## src/rtl/redirect_ctrl.sv

```systemverilog
// rtl/redirect_ctrl.sv - branch/jump redirect sequencer: captures an EX-stage redirect,
// waits out stalls and in-flight fetches, then issues a one-cycle PC load.
package pcmux;
   typedef enum logic [1:0] {
      pc_plus4 = 2'd0,
      alu_out  = 2'd1,
      alu_mod2 = 2'd2
   } pcmux_sel_t;
endpackage

module redirect_ctrl #(
   parameter int width = 32
) (
   input  logic                clk,
   input  logic                rst,
   input  logic                ex_valid_i,
   input  pcmux::pcmux_sel_t   pcmux_sel_i,
   input  logic [width-1:0]    addr_i,
   input  logic                stall_i,
   input  logic                if_pending_i,
   input  logic                if_resp_i,
   output logic                pc_load_o,
   output pcmux::pcmux_sel_t   pcmux_sel_o,
   output logic [width-1:0]    target_o,
   output logic                flush_o,
   output logic                squash_resp_o,
   output logic [31:0]         redirect_cnt_o
);

   typedef enum logic [1:0] {IDLE, WAIT, ISSUE} state_t;

   state_t            state_q, state_d;
   pcmux::pcmux_sel_t sel_q;
   logic [width-1:0]  tgt_q;
   logic [31:0]       cnt_q;
   logic              req;
   logic              capture;
   logic [width-1:0]  addr_masked;

   assign req = ex_valid_i && (pcmux_sel_i != pcmux::pc_plus4);
   // jalr targets drop bit 0; every other selection passes the address through
   assign addr_masked = addr_i & ~{{(width-1){1'b0}}, (pcmux_sel_i == pcmux::alu_mod2)};

   always_comb begin
      state_d       = state_q;
      capture       = 1'b0;
      pc_load_o     = 1'b0;
      pcmux_sel_o   = pcmux::pc_plus4;
      flush_o       = 1'b0;
      squash_resp_o = 1'b0;
      case (state_q)
         IDLE: begin
            if (req && rst) begin
               capture = 1'b1;
               flush_o = 1'b1;
               state_d = (!stall_i && !if_pending_i) ? ISSUE : WAIT;
            end
         end
         WAIT: begin
            flush_o       = 1'b1;
            squash_resp_o = if_resp_i;
            // a stalled pipeline cannot take the load, even if the fetch has returned
            if (!stall_i && (!if_pending_i || if_resp_i)) state_d = ISSUE;
         end
         ISSUE: begin
            flush_o     = 1'b1;
            pc_load_o   = 1'b1;
            pcmux_sel_o = sel_q;
            state_d     = IDLE;
         end
         default: state_d = IDLE;
      endcase
   end

   always_ff @(posedge clk or negedge rst) begin
      if (!rst) begin
         state_q <= IDLE;
         sel_q   <= pcmux::pc_plus4;
         tgt_q   <= '0;
         cnt_q   <= '0;
      end else begin
         state_q <= state_d;
         if (capture) begin
            sel_q <= pcmux_sel_i;
            tgt_q <= addr_masked;
         end
         if (state_q == ISSUE) cnt_q <= cnt_q + 32'd1;
      end
   end

   assign target_o       = tgt_q;
   assign redirect_cnt_o = cnt_q;

endmodule

```

## config.mk

```make
export PLATFORM = sky130hd
export DESIGN_NAME = redirect_ctrl
export DESIGN_NICKNAME = d
export VERILOG_FILES = /design/src/rtl/redirect_ctrl.sv
export SDC_FILE = /design/constraint.sdc
export NUM_CORES = 1
export LEC_CHECK = 0
export ABC_AREA = 1
export CAP_MARGIN = 10
export CORE_AREA = 2 2 85 87
export CTS_CLUSTER_DIAMETER = 50
export DETAILED_ROUTE_END_ITERATION = 12
export DIE_AREA = 0 0 87 89
export PLACE_DENSITY = 0.85
export SKIP_CTS_REPAIR_TIMING = 1
export SLEW_MARGIN = 40
export SYNTH_ARGS = -nofsm -noshare
export SYNTH_HDL_FRONTEND = slang
export SYNTH_SLANG_ARGS = --single-unit
```

## constraint.sdc

```tcl
create_clock -name clk -period 3.8 [get_ports clk]
set_input_delay 0.76 -clock clk [delete_from_list [all_inputs] [get_ports clk]]
set_output_delay 0.76 -clock clk [all_outputs]
set_load 0.005 [all_outputs]
```

# After elaboration in Yosys (flattened, before gate mapping)
# Index checks and enable logic that the tools add are counted.
# totals
ff_bits,68
in_bits,40
wordCells,33
# classes
add_sub_neg,1
n_eq_ne,5
muxes,10
bitwise,2
reduce_logical,11
# op_table
cell,n
$add A32 B1 Y32 const B,1
$and A32 B32 Y32,1
$not A1 Y32,1
$mux W2,4
$eq A2 B2 Y1 const B,2
$logic_and A1 B1 Y1,4
$mux W1,4
$ne A2 B2 Y1 const B,2
$pmux W2 S2,1
$eq A2 B1 Y1 const B,1
$logic_not A1 Y1,2
$logic_not A2 Y1,1
$pmux W1 S2,1
$reduce_and A2 Y1,1
$reduce_bool A2 Y1,1
$reduce_or A2 Y1,1
$logic_or A1 B1 Y1,1

# Depth between registers and ports, before layout
# Gate-level depths: netlist of run 1.
# depth
word_depth,5
mapped_depth,10
depth_no_buf,10

# Least setup slack after synthesis of run 1
# Ideal clock, no wire load.
# synth_timing
path_type,in2out
from,input port rst
to,output port flush_o
arrival_time_ns,1.334
slack_ns,1.706
stages,5
cell_sequence,nand2_1 nor3_1 buf_4 nor2_1 nor2_1
# synth_between
elab_chain_cells,3
# synth_rtl
item,line_no,text
from (decl),15,"input logic rst,"
$logic_and A1 B1 Y1,53,if (req && rst) begin
$mux W1,53,
$pmux W1 S2,51,case (state_q)
to (decl),25,"output logic flush_o,"
# No other way between the ends.

# Worst setup path in the final report of run 1
# layout_timing
from,input port ex_valid_i
to,output port flush_o
# layout_between
elab_chain_cells,4
# layout_rtl
item,line_no,text
from (decl),16,"input logic ex_valid_i,"
$logic_and A1 B1 Y1,40,assign req = ex_valid_i && (pcmux_sel_i != pcmux::pc_plus4);
$logic_and A1 B1 Y1,53,
$mux W1,53,
$pmux W1 S2,51,
# No other way between the ends.

==> results of run 1 <==
[worst min-delay path, cell delays in order, from the launching register on]
cell	delay, ns
sky130_fd_sc_hd__dfrtp_1	0.34
sky130_fd_sc_hd__nand2_1	0.05
sky130_fd_sc_hd__nand2_1	0.05
[metrics by stage]
step / setup WS (ns) / area, sq um
3_3_place_gp: 0.8865 / 4488
5_1_grt: 0.7788 / 4725
4_1_cts: 0.8661 / 4725
3_5_place_dp: 0.8630 / 4508
2_1_floorplan: 1.706 / 3337
6_report: 0.8863 / 4725
[sequential cells by signal, summed over array words and instances, names as in the netlist]
register,flops
sel_q,2
redirect_cnt_o,32
target_o,32
state_q,2
[final cells by class]
class                      count  share of cell area
clock inverter                 5             0.01589
timing repair buffer         112              0.2368
clock buffer                  11             0.02993
sequential                    68              0.3602
tap                           80             0.02119
inverter                      39             0.03099
multi-input combinational    292              0.3051
[power by group]
part	leakage [nW]	switching (mW)	total, mW	internal (mW)
Clock	0.113	0.268	0.652	0.384
Sequential	0.887	0.145	1.09	0.940
Combinational	1.23	0.371	0.900	0.529
[kinds of logic (layout without fill, tap and decap cells)]
family                   Yosys count  in the layout  synth area share
AO/OA/AOI/OAI                      5              5          0.008247
buffers and inverters             47            167           0.05962
AND/OR/NAND/NOR                  262            262            0.3510
adder cells (fa/ha/maj)            5              5           0.01875
XOR/XNOR                          20             20           0.05249
flip-flops                        68             68            0.5099
[layout by cell type (no fill, tap or decap), drive strengths merged]
master / synthesis / routed
clkbuf: 0 / 11
inv: 39 / 39
or2: 1 / 1
nand3: 20 / 20
nand2: 179 / 179
nor3b: 1 / 1
ha: 5 / 5
nor2: 49 / 49
nand4: 5 / 5
xnor2: 9 / 9
buf: 8 / 5
clkinv: 0 / 3
o21ai: 3 / 3
a21oi: 1 / 1
nand3b: 3 / 3
o211ai: 1 / 1
bufinv: 0 / 2
clkdlybuf4s50: 0 / 107
dfrtp: 68 / 68
xor2: 11 / 11
nor3: 4 / 4
[layer usage]
layer | wire (um) | GRT usage | part of all wire
met2 | 4039 | 0.3782 | 0.51
met4 | 123 | 0.09375 | 0.016
met1 | 3206 | 0.2444 | 0.41
met3 | 532 | 0.06464 | 0.067
met5 | 0 | 0 | 0
[path summary, 6_finish.rpt]
path | slack, ns | end
worst max register to register | 1.74 | target_o[11]
worst min-delay path | 0.47 | target_o[31]
min in group asynchronous | 0.52 | redirect_cnt_o[9]
worst min register to register | 0.47 | target_o[31]
max in group asynchronous | 2.74 | target_o[7]
worst max-delay path | 0.89 | flush_o
==> results.md, run 1 <==
- The vias per cell is about 4.9.
- Port buffering added 108 buffers.
- The number of iterations in the first detailed-routing pass is 4.
- The final-stage net count is ~570.
- Summed over all nets, the half-perimeter wirelength after detailed placement is 5906 um.
- The maximum number of pins on one net before global-route repair is 38.
- The worst max-slew margin expressed relative to the limit is 0.6412.
- The leading register cell type out of synthesis is sky130_fd_sc_hd__dfrtp_1.
- VDD sags by at most slightly below 400 uV.
- The hold violation total from the final report is 0.
- The cell at the root of the clock tree is sky130_fd_sc_hd__clkbuf_8.
- The placer's final routability congestion estimate is between 0.8 and 0.9.
- In the synthesized netlist, the cells that appear most often are sky130_fd_sc_hd__nand2_1, sky130_fd_sc_hd__dfrtp_1, sky130_fd_sc_hd__inv_1, sky130_fd_sc_hd__nor2_1, sky130_fd_sc_hd__nand3_1.
- The synthesized design spends more area on one cell type than any other, namely sky130_fd_sc_hd__dfrtp_1.
- The overall routed net length is ~7900 um.
- The flow ran to the end, and the final reports show no timing, DRC or antenna violations.
- Hold is met by about 0.47 ns.
- At the end of the flow the core is filled with cells to 0.7032.
- The cell area after technology mapping is 3337 sq um.
- The number of placed instances, taps included, is 591.
- After detailed routing, the number of remaining DRC violations is 0.
- The worst-skew pair later-pin latency is between 0.3 and 0.4 ns.
- TritonCTS built the clock tree.
- The total area of sequential cells is ~1700 sq um.
- After global routing the overflow that remains totals 0.
- Counting flops with a built-in enable in the synthesized netlist gives 0.
- Power spread over the standard cell area amounts to around 560 nW/um^2.
- The synthesis warning total is 0.
- The initial core utilization is 0.4966.
- The total global-route track usage is 0.2157.
- Along the worst hold path, the cell count comes to 2.
- The design draws approximately 2.6 mW.
- Grouping stages by cell kind, the critical path spends the most delay in buffers and inverters.
- For the pin with the worst max-slew slack, the measured transition is 0.5374 ns.
- The first global-routing pass estimated 12940 um of wire.
- The floorplan step set the die width to 87 um.
- The number of cell instances on the worst register-to-register path is 8.
- The die is about 89 um tall.
- The worst hold path begins at target_o[31].
- After the first detailed-routing iteration, the DRC count stood at roughly 140.
- The time the final worst path needs with I/O delays and setup is around 3 ns.
- The finished layout holds around 610 standard cells, fillers aside.
- The number of different library cells in the post-synthesis netlist is 24.
- Walking the worst path, the cells encountered are clkdlybuf4s50_1 -> nand2_1 -> nor3_2 -> nor2_1 -> nor2_1 -> clkdlybuf4s50_1.
- The maximum achievable frequency is 343.2 MHz.
- Clock-pin slew was measured on the worst setup and hold paths at roughly 0.070 ns.
- The initial antenna violation count was 0.
- The number of antenna diodes in the final layout is 0.
- For this run, the register share of the synthesized area comes to 0.5099.
- The number of placement rows is 30.
- Along the worst path, the maximum fanout reaches 2.
- Of the cells placed in the final design, the portion with a size suffix greater than 1 is 0.1101.
- The launch point of the critical path is ex_valid_i.
- The share of synthesized area in the top cell type comes to 0.5099.
- The type of element launching the critical path is a primary input.
- The core region is ~6700 sq um.
- The final setup skew is 0.008034 ns.
- Counting the buffers created by CTS gives 9.
- The number of nets in the synthesized netlist is between 400 and 500.
- In this run the deepest clock path goes through 2 buffers.
- The number of routed nets with antenna violations is 0.
- The die outline area is 7743 sq um.
- The count of final setup violators is 0.
- The leakage component of the power is 2.228 nW.
- The layout-stage area growth over the synthesis result is 41.58%.
- The classification of the worst setup path is primary input to output port.
- Synthesis produced a netlist whose cell count is between 400 and 500.
- At the worst endpoint, the arrival time is approximately 2.2 ns.
- Among all stages on the critical path, the largest delay is contributed by sky130_fd_sc_hd__clkdlybuf4s50_1.
- The total via count in the routed design is around 3.0k.
- The layout filler cell count is roughly 530.
- At the worst endpoint, the required time is 3.04 ns.
- Setup repair after global routing left no endpoint under its margin.
- In the final timing run, aggregate negative setup slack is 0 ns.
- By area the synthesized netlist is led by sky130_fd_sc_hd__dfrtp_1, sky130_fd_sc_hd__nand2_1, sky130_fd_sc_hd__inv_1.
- CTS saw slightly below 70 sinks.
- The final count of pins violating max slew is 0.
- The worst hold path belongs to the class flip-flop to flip-flop.
- The share of async-settable or async-resettable flops after synthesis is 1.000.
- The critical path contains buffers and inverters numbering 2 combined.
- The startpoint identified for the worst register-to-register timing path is state_q[1].
- In the finished design, the share of the clock period the worst path needs comes to 0.7668.
- The tool flagged a number of max-cap violations equal to 0.
- The routed length per instance is around 13 um.
- The kind of capture point of the worst setup path is an output port.
- The area used by multi-input combinational logic is approximately 1400 sq um.
- The flip-flop and latch count after synthesis is 68.
- The largest incremental delay on the critical path is 0.52 ns.
- The via count of the first global-routing pass was ~2.9k.
- The number of primary I/O pins is ~110.
- The critical path depth in cells is 6.
- CTS built an H-tree with a depth of 3.
- The mean cell area of the mapped netlist is about 8.2 sq um.
- Yosys instantiated no cell more often than sky130_fd_sc_hd__nand2_1.
Note: power is estimated with default switching activity, not from simulation.
==> run 2, diff against run 1 <==
CORE_AREA = 2 2 89 91   (was 2 2 85 87)
DIE_AREA = 0 0 91 93   (was 0 0 87 89)
PLACE_DENSITY = 0.78   (was 0.85)
clock period = 3.05 ns   (was 3.8 ns; I/O delays follow)
==> results.md, run 2 (synthesized netlist as in run 1, its figures left out) <==
- The number of cells in the finished layout apart from fillers is 629 (+3.6%).
- The number of buffers inserted by port buffering is 108 (unchanged).
- The maximum fanout count along the critical path came to 13 (+11).
- The initial antenna violation count was 0 (unchanged).
- The vias per cell is 4.730 (-3.2%).
- The number of placement rows is 32 (+6.7%).
- The routed length per instance is 12.84 um (-1.3%).
- The fraction of layout instances using a drive strength above 1 is 0.1101 (unchanged).
- The clock transition at the registers of the reported paths came to 0.08 ns (about the same).
- The final instance area came to 4758 sq um (+0.71%).
- The worst hold slack after final layout came to 0.3546 ns (-0.1153 ns).
- The total clock buffers created by CTS is 9 (unchanged).
- Setup repair after global routing left no endpoint under its margin.
- The number of iterations in the first detailed-routing pass is 4 (unchanged).
- The library cell used most frequently in the layout, excluding fill and tap cells, is sky130_fd_sc_hd__nand2_1.
- The areal power density over the cells is 696.4 nW/um^2 (+25%).
- The initial core utilization is 0.4433 (-0.05333).
- The hold violation total from the final report is 0 (unchanged).
- The number of cell instances on the worst register-to-register path is 9 (+1).
- The area used by multi-input combinational logic is 1441 sq um (unchanged).
- The final-stage net count is 567 (unchanged).
- The classification of the worst setup path is flip-flop to output port.
- The leftover overflow at the end of global routing came to 0 (unchanged).
- The total number of H-tree levels is 3 (unchanged).
- The core footprint came to 7527 sq um (+12%).
- The part of the cycle the worst path needs is 0.8737.
- The core occupancy in the finished layout is 0.6321 (-0.07102).
- The sum of net half-perimeters after detailed placement came to 6137 um (+3.9%).
- The diode insertion count for antenna repair is 0 (unchanged).
- The die extent in y was 93 um (+4.5%).
- The met1 wire length is 3326 um (+3.7%).
- The number of primary I/O pins is 109 (unchanged).
- The worst register-to-register path ends at redirect_cnt_o[29].
- The worst-case register-to-register setup slack is 0.91 ns (-0.83 ns).
- The worst voltage drop across the vdd grid is 479.5 uV (+21%).
- The number of DRC markers after the initial detailed-route iteration was 89 (-35%).
- The die outline area is 8463 sq um (+9.3%).
- In this run the clock root is driven by a sky130_fd_sc_hd__clkbuf_8.
- STA classifies the critical path startpoint as a flip-flop.
- The data arrival time at the worst-slack endpoint is 2.05 ns (-0.10 ns).
- The final setup skew is 0.01499 ns (+0.006960 ns).
- The wire length of the first global-routing pass is 13500 um (+4.3%).
- The slack of the critical path is 0.3852 ns (-0.5011 ns).
- The run finished with clean final reports.
- The accumulated negative setup slack is 0 ns (unchanged).
- The total global-route track usage is 0.2016 (-0.01402).
- STA classifies the critical path endpoint as an output port.
- The total of max-cap violations is 0 (unchanged).
- The total power consumption of the routed design was 3.314 mW (+26%).
- In the layout the commonest cells are sky130_fd_sc_hd__nand2_1, sky130_fd_sc_hd__clkdlybuf4s50_1, sky130_fd_sc_hd__dfrtp_1.
- The count of final setup violators is 0 (unchanged).
- The total area of sequential cells is 1702 sq um (unchanged).
- The area growth from synthesis to layout is 42.59%.
- The total length of routed met2 wires came to 3812 um (-5.6%).
- The maximum number of pins on one net before global-route repair is 38 (unchanged).
- The highest metal layer used by the detailed router is met4.
- The worst-skew pair later-pin latency was 0.35 ns (about the same).
- The wire length on met3 is 806 um (+52%).
- The number of remaining DRC errors came to 0 (unchanged).
- The layout filler cell count came to 656 (+25%).
- The chip width is 91 um (+4.6%).
- The total via count in the routed design is 2975 (+0.34%).
- The worst slack at placement is 0.4164 ns (-0.4467 ns).
- The data required time at the worst endpoint was 2.44 ns (-0.60 ns).
- TritonCTS built the clock tree.
- The maximum achievable frequency is between 300 and 400 MHz.
- The final count of pins violating max slew is 0 (unchanged).
- The overall routed net length is 8078 um (+2.2%).
- The via count of the first global-routing pass is 2898 (-1.2%).
- The path class of the tightest hold or removal check is primary input to asynchronous set/reset pin.
- The transition time at the pin with the least slew margin is 0.5414 ns (+0.003998 ns).
- The deepest clock path buffer count is 2 (unchanged).
- The leakage component of the power was 2.224 nW (-0.19%).
- The time the final worst path needs with I/O delays and setup is approximately 2.7 ns.
- The number of placed cells counting well taps is 613 (+3.7%).
- The worst max-slew margin expressed relative to the limit was 0.6390 (-0.002143).
- The instance area at placement is 4536 sq um (+0.61%).
- The worst register-to-register path begins at state_q[0].
- The number of routed nets with antenna violations is 0 (unchanged).
- The number of sinks driven by the clock tree is 68 (unchanged).
- The placer's final routability congestion estimate is 0.8408 (-5.3%).
[run 2: layer usage]
| layer | track usage | vias up |
|---|---|---|
| li1 | - | 1463 |
| met3 | 0.06930 | 14 |
| met4 | 0.08712 | 0 |
| met5 | 0 | - |
| met2 | 0.3290 | 138 |
| met1 | 0.2438 | 1360 |
[run 2: critical path, stage by stage, from the launching register on]
cell and delay, ns:
sky130_fd_sc_hd__dfrtp_1 0.42, sky130_fd_sc_hd__inv_1 0.10, sky130_fd_sc_hd__ha_1 0.50, sky130_fd_sc_hd__nand2_1 0.10
sky130_fd_sc_hd__inv_1 0.07, sky130_fd_sc_hd__clkdlybuf4s50_1 0.53
[run 2: worst max-delay path by stage]
stage / startpoint / to / depth (start not counted)
detailed placement: ex_valid_i / flush_o / 6
finish: state_q[0] / pcmux_sel_o[0] / 5
global placement: ex_valid_i / flush_o / 6
global route: state_q[0] / pcmux_sel_o[0] / 5
floorplan: state_q[0] / flush_o / 7
CTS: state_q[0] / pcmux_sel_o[0] / 5
[run 2: where the power goes]
part | switching [mW] | total, mW | internal [mW]
combinational | 0.465 | 1.12 | 0.658
sequential | 0.187 | 1.36 | 1.17
clock | 0.369 | 0.833 | 0.464
total | 1.02 | 3.31 | 2.29
[run 2: final cells by class]
cell class | count | share of cell area
repair buffers | 112 | 0.2351
multi-input cells | 292 | 0.3029
flip-flops and latches | 68 | 0.3576
clock buffers | 9 | 0.02603
inverters | 39 | 0.03077
clock inverters | 7 | 0.02077
well taps | 102 | 0.02682
